$ cat src/rtl/lc3b_types.sv
// Shared LC-3b memory-side types: line/word/mask widths, pmem request payload and arbiter state.
package lc3b_types;

  localparam int unsigned LINE_W = 128;
  localparam int unsigned WORD_W = 16;
  localparam int unsigned MASK_W = 16;
  localparam int unsigned CNT_W  = 16;

  typedef logic [LINE_W-1:0] lc3b_data;
  typedef logic [WORD_W-1:0] lc3b_word;
  typedef logic [MASK_W-1:0] lc3b_mem_wmask;

  typedef enum logic [1:0] {
    IDLE    = 2'd0,
    GRANT_I = 2'd1,
    GRANT_D = 2'd2
  } lc3b_arb_state;

  typedef enum logic {
    CLIENT_I = 1'b0,
    CLIENT_D = 1'b1
  } lc3b_arb_client;

  typedef struct packed {
    lc3b_word      address;
    lc3b_data      wdata;
    logic          cyc;
    logic          stb;
    logic          write;
    lc3b_mem_wmask byte_enable;
  } lc3b_mem_req;

endpackage

$ cat src/rtl/arbiter_timeout_counter.sv
// Saturating wait counter for a granted transaction; flags when LIMIT cycles have elapsed.
module arbiter_timeout_counter
  import lc3b_types::*;
#(
  parameter int unsigned LIMIT = 255
) (
  input  logic clk,
  input  logic rst,
  input  logic clear,
  input  logic enable,
  output logic expired
);

  logic [CNT_W-1:0] count_q;
  logic [CNT_W-1:0] count_d;

  always_comb begin
    count_d = count_q;
    if (clear) begin
      count_d = '0;
    end else if (enable && (count_q != {CNT_W{1'b1}})) begin
      count_d = count_q + CNT_W'(1);
    end
  end

  always_ff @(posedge clk or posedge rst) begin
    if (rst) begin
      count_q <= '0;
    end else begin
      count_q <= count_d;
    end
  end

  assign expired = (count_q >= CNT_W'(LIMIT));

endmodule

$ cat src/rtl/cache_arbiter.sv
// Two-client (I-cache / D-cache) arbiter onto a single pmem port with alternating tie-break and timeout.
module cache_arbiter
  import lc3b_types::*;
#(
  parameter int unsigned TIMEOUT = 255
) (
  input  logic          clk,
  input  logic          rst,

  input  lc3b_word      icache_address,
  input  logic          icache_cyc,
  input  logic          icache_stb,
  output lc3b_data      icache_rdata,
  output logic          icache_resp,
  output logic          icache_retry,

  input  lc3b_word      dcache_address,
  input  lc3b_data      dcache_wdata,
  input  logic          dcache_cyc,
  input  logic          dcache_stb,
  input  logic          dcache_write,
  input  lc3b_mem_wmask dcache_byte_enable,
  output lc3b_data      dcache_rdata,
  output logic          dcache_resp,
  output logic          dcache_retry,

  output lc3b_word      pmem_address,
  output lc3b_data      pmem_wdata,
  output logic          pmem_cyc,
  output logic          pmem_stb,
  output logic          pmem_write,
  output lc3b_mem_wmask pmem_byte_enable,
  input  lc3b_data      pmem_rdata,
  input  logic          pmem_resp,
  input  logic          pmem_retry
);

  lc3b_arb_state  state_q, state_d;
  lc3b_arb_client last_grant_q, last_grant_d;

  lc3b_mem_req i_req;
  lc3b_mem_req d_req;
  lc3b_mem_req pmem_req;

  logic i_pend, d_pend;
  logic is_d;
  logic resp_c, retry_c;
  logic cnt_clear, cnt_enable, cnt_expired;

  assign i_pend = icache_cyc & icache_stb;
  assign d_pend = dcache_cyc & dcache_stb;
  assign is_d   = (state_q == GRANT_D);

  // The I side is read-only, so its write payload is tied off.
  assign i_req = '{address: icache_address, wdata: '0, cyc: icache_cyc, stb: icache_stb,
                   write: 1'b0, byte_enable: '0};
  assign d_req = '{address: dcache_address, wdata: dcache_wdata, cyc: dcache_cyc,
                   stb: dcache_stb, write: dcache_write, byte_enable: dcache_byte_enable};

  arbiter_timeout_counter #(
    .LIMIT(TIMEOUT)
  ) u_timeout (
    .clk    (clk),
    .rst    (rst),
    .clear  (cnt_clear),
    .enable (cnt_enable),
    .expired(cnt_expired)
  );

  // Next-state, grant mux and return routing.
  always_comb begin
    state_d      = state_q;
    last_grant_d = last_grant_q;
    pmem_req     = '0;
    resp_c       = 1'b0;
    retry_c      = 1'b0;
    cnt_clear    = 1'b0;
    cnt_enable   = 1'b0;

    if (state_q == IDLE) begin
      cnt_clear = 1'b1;
      if (i_pend && d_pend) begin
        state_d = (last_grant_q == CLIENT_I) ? GRANT_D : GRANT_I;
      end else if (d_pend) begin
        state_d = GRANT_D;
      end else if (i_pend) begin
        state_d = GRANT_I;
      end
    end else begin
      pmem_req = is_d ? d_req : i_req;
      if (!pmem_req.cyc) begin
        // Client abandoned the transaction: nothing is returned to it.
        state_d = IDLE;
      end else if (cnt_expired) begin
        pmem_req.cyc = 1'b0;
        pmem_req.stb = 1'b0;
        retry_c      = 1'b1;
        state_d      = IDLE;
        last_grant_d = is_d ? CLIENT_D : CLIENT_I;
      end else if (pmem_resp) begin
        resp_c       = 1'b1;
        state_d      = IDLE;
        last_grant_d = is_d ? CLIENT_D : CLIENT_I;
      end else if (pmem_retry) begin
        retry_c      = 1'b1;
        state_d      = IDLE;
        last_grant_d = is_d ? CLIENT_D : CLIENT_I;
      end else begin
        cnt_enable = 1'b1;
      end
    end
  end

  always_ff @(posedge clk or posedge rst) begin
    if (rst) begin
      state_q      <= IDLE;
      last_grant_q <= CLIENT_I;
    end else begin
      state_q      <= state_d;
      last_grant_q <= last_grant_d;
    end
  end

  assign pmem_address     = pmem_req.address;
  assign pmem_wdata       = pmem_req.wdata;
  assign pmem_cyc         = pmem_req.cyc;
  assign pmem_stb         = pmem_req.stb;
  assign pmem_write       = pmem_req.write;
  assign pmem_byte_enable = pmem_req.byte_enable;

  assign icache_rdata = pmem_rdata;
  assign dcache_rdata = pmem_rdata;

  assign icache_resp  = resp_c  & (state_q == GRANT_I);
  assign icache_retry = retry_c & (state_q == GRANT_I);
  assign dcache_resp  = resp_c  & is_d;
  assign dcache_retry = retry_c & is_d;

endmodule

$ cat config.mk
export PLATFORM = sky130hd
export DESIGN_NAME = cache_arbiter
export DESIGN_NICKNAME = d
export VERILOG_FILES = /design/src/rtl/lc3b_types.sv /design/src/rtl/arbiter_timeout_counter.sv /design/src/rtl/cache_arbiter.sv
export SDC_FILE = /design/constraint.sdc
export NUM_CORES = 1
export LEC_CHECK = 0
export ABC_AREA = 1
export BUFFER_PORTS_ARGS = -buffer_cell sky130_fd_sc_hd__buf_2
export CAP_MARGIN = 10
export CORE_AREA = 2 2 283 285
export CTS_BUF_LIST = sky130_fd_sc_hd__clkbuf_8
export DETAILED_ROUTE_END_ITERATION = 10
export DIE_AREA = 0 0 285 287
export PLACE_DENSITY = 0.34
export SETUP_SLACK_MARGIN = 0.02
export SKIP_LAST_GASP = 1
export SYNTH_ARGS = -nofsm -noshare
export SYNTH_HDL_FRONTEND = slang
export SYNTH_SLANG_ARGS = --single-unit
export TNS_END_PERCENT = 5
$ cat constraint.sdc
create_clock -name clk -period 1.4 [get_ports clk]
set_input_delay 0.28 -clock clk [delete_from_list [all_inputs] [get_ports clk]]
set_output_delay 0.28 -clock clk [all_outputs]
set_load 0.03 [all_outputs]
==> run summary <==
Global Route Usage Sum - 9.26%
clock tree buffer depth - 2
Slew Limit Fails - 0
Max Cap Viol - 0
Hold Path Class - primary input to async pin
Worst Setup Slack, final - -0.539 ns
Yosys reg bits - 19
core area - 0.0786 sq mm
Area contributors post-synth - buf_4, nor2_1, inv_1
setup TNS - -69.43 ns
routed vias - 4,858
period utilization - 139%
reg2reg end - u_timeout.count_q[7]
post-synthesis net count - 1,059
Critical Path RT - 1.12 ns
pre-CTS setup slack - -0.390 ns
minimum clock period - 1.94 ns
Worst Path Class, Setup - flip-flop to output pin
Clk Latency, worst-skew pair - 0.26 ns
Seq/Total Area, Yosys - 10.9%
flop2flop setup slack - -0.22 ns
IO buf count - 351
clk sink count - 19
Final setup violation count - 178
failing checks - setup timing
Die ar. - 0.0818 sq mm
Worst Max-Slew Pin Slew - 0.320 ns
first-pass GRT wire length - 48.9 mm
metal3 WL - 6.89 mm
max layer used - met5
DRT Wirelength - 39.9 mm
Synth Area per Inst - 5.86 sq um
power density over cell area - 1180 mW/mm^2
post-synth top area share - 44.0%
final instance area - 0.00673 sq mm
nature of the critical path endpoint - output pin
layout cells sized above 1 - 53.7%
Die X-Extent - 285 um
routed vias/inst - 2.51
CP arrival - 1.66 ns
Routed Antenna Nets - 0
placed cell area - 0.00619 sq mm
Layout Nets - 1,199
H-Tree Depth - 1
post-synthesis instance total - 745
Final GP Congestion - 0.797
Worst Skew - 0.00676 ns
met2 wire length - 17.1 mm
Die H - 287 um
vias in the first global route - 4,940
total gr overflow - 0
RSZ-0062 raised after global routing - true
CTS tree - built
startpoint types - flip-flop
fmax - 516 MHz
Pre-antenna DRT Iters - 4
reg-to-reg critical path startpoint - u_timeout.count_q[15]
initial core utilization - 5.55%
VDD IR max - 0.000668 V
total CTS buffers - 3
critical path peak fanout - 6
R2R cell count - 10
commonest non-fill, non-tap cell in the layout - buf_2
Area Growth Syn to Fin - 54.0%
largest net degree at the start of global routing - 22
I/O pin cnt - 736
clock root cell - clkbuf_8
met1 WL - 14.4 mm
final hold viol count - 0
Mapped Area - 0.00437 sq mm
DP Wirelength - 36.5 mm
cell taking the most area after synthesis - buf_4
initial antenna violation count - 42
Cell Rows - 103
status - finished, violations left
Pleak - 3.85 nW
clk slew on worst S/H paths - 0.09 ns
warnings from Yosys - 0
WL per Instance - 20.6 um
DRC viols - 0
Slew headroom - 78.6%
1st-iter DRT viols - 146
Yosys cell types - 24
commonest cells after routing, fill and taps aside - buf_2, inv_1, nor2_1
-- cell type report --
cell class,instances,area (sq um)
inverter,172,648
tap,1050,1310
fill,9427,71900
clock buffer,3,41.3
antenna,4,10.0
timing repair buffer,412,2780
sequential,19,477
multi-input combinational,277,1450
clock inverter,1,7.51
-- cell families (layout without fill, tap and decap cells) --
| group | after synthesis | count (layout) | share of synthesized area [%] |
|---|---|---|---|
| AOI/OAI and AO/OA | 22 | 22 | 4.07 |
| xor gates and xnor gates | 3 | 3 | 0.602 |
| adders and majority gates | 1 | 1 | 0.286 |
| buffers and inverters | 449 | 588 | 61.1 |
| DFF | 19 | 19 | 10.9 |
| other | 0 | 4 | 0 |
| and+or+nand+nor | 251 | 251 | 23.1 |
-- power breakdown --
part	internal (mW)	leakage, nW	switching, mW
combinational	2.47	3.57	4.38
sequential	0.612	0.259	0.0554
clock	0.201	0.0217	0.217
total	3.28	3.85	4.65
-- critical path: stages (launching register included) --
cell and delay, ns:
dfrtp_1 0.40, inv_2 0.10, nand2_8 0.10, bufbuf_16 0.30
nor2_1 0.23, buf_2 0.26
-- worst max path at each step --
stage	start	end	slack [ns]	depth (start not counted)
6_report	state_q[0]	pmem_wdata[41]	-0.54	5
5_1_grt	u_timeout.count_q[15]	dcache_resp	-0.59	10
4_1_cts	state_q[0]	pmem_byte_enable[10]	-0.53	6
3_5_place_dp	u_timeout.count_q[12]	dcache_resp	-0.39	10
3_3_place_gp	u_timeout.count_q[12]	dcache_resp	-0.43	10
2_1_floorplan	u_timeout.count_q[0]	dcache_resp	-0.37	8
-- layer usage --
metal / GRT usage (%) / vias to the layer above
li1: - / 2139
met4: 2.92 / 24
met2: 14.4 / 582
met1: 9.81 / 2019
met5: 0.233 / -
met3: 6.67 / 94
-- metrics by stage --
step	hold slack, ns	instances	power [mW]	util (%)
3_5_place_dp	0.328	1922	6.97	7.88
3_3_place_gp	0.328	1922	7.01	7.88
5_1_grt	0.0522	1936	8.45	8.55
4_1_cts	0.0334	1930	8.01	8.39
6_report	0.0262	1938	7.93	8.56
2_1_floorplan	0.231	745	5.47	-
-- sequential cells by signal (all words and copies together) (netlist names) --
register,flops
last_grant_q,1
u_timeout.count_q,16
state_q,2
-- cells in the mapped netlist (all sizes together) --
master and number:
xor2 1, a21oi 1, nor2 181, nand3 14, a22o 16, dfrtp 19, nor3 1, inv 172
a22oi 1, o21ai 2, nand2 53, buf 273, xnor2 2, nor3b 1, clkbuf 4, ha 1
nand4 1, o21bai 2
-- what timing repair did --
item | CTS | global route
gates resized for setup | 89 | 27
buffers inserted | 1 | 4
hold buffers | 0 | 0
pin swaps | 9 | 7
endpoints found under the setup margin | 178 | 178
gates cloned | 3 | 0
Power figures use the tool's default switching activity.
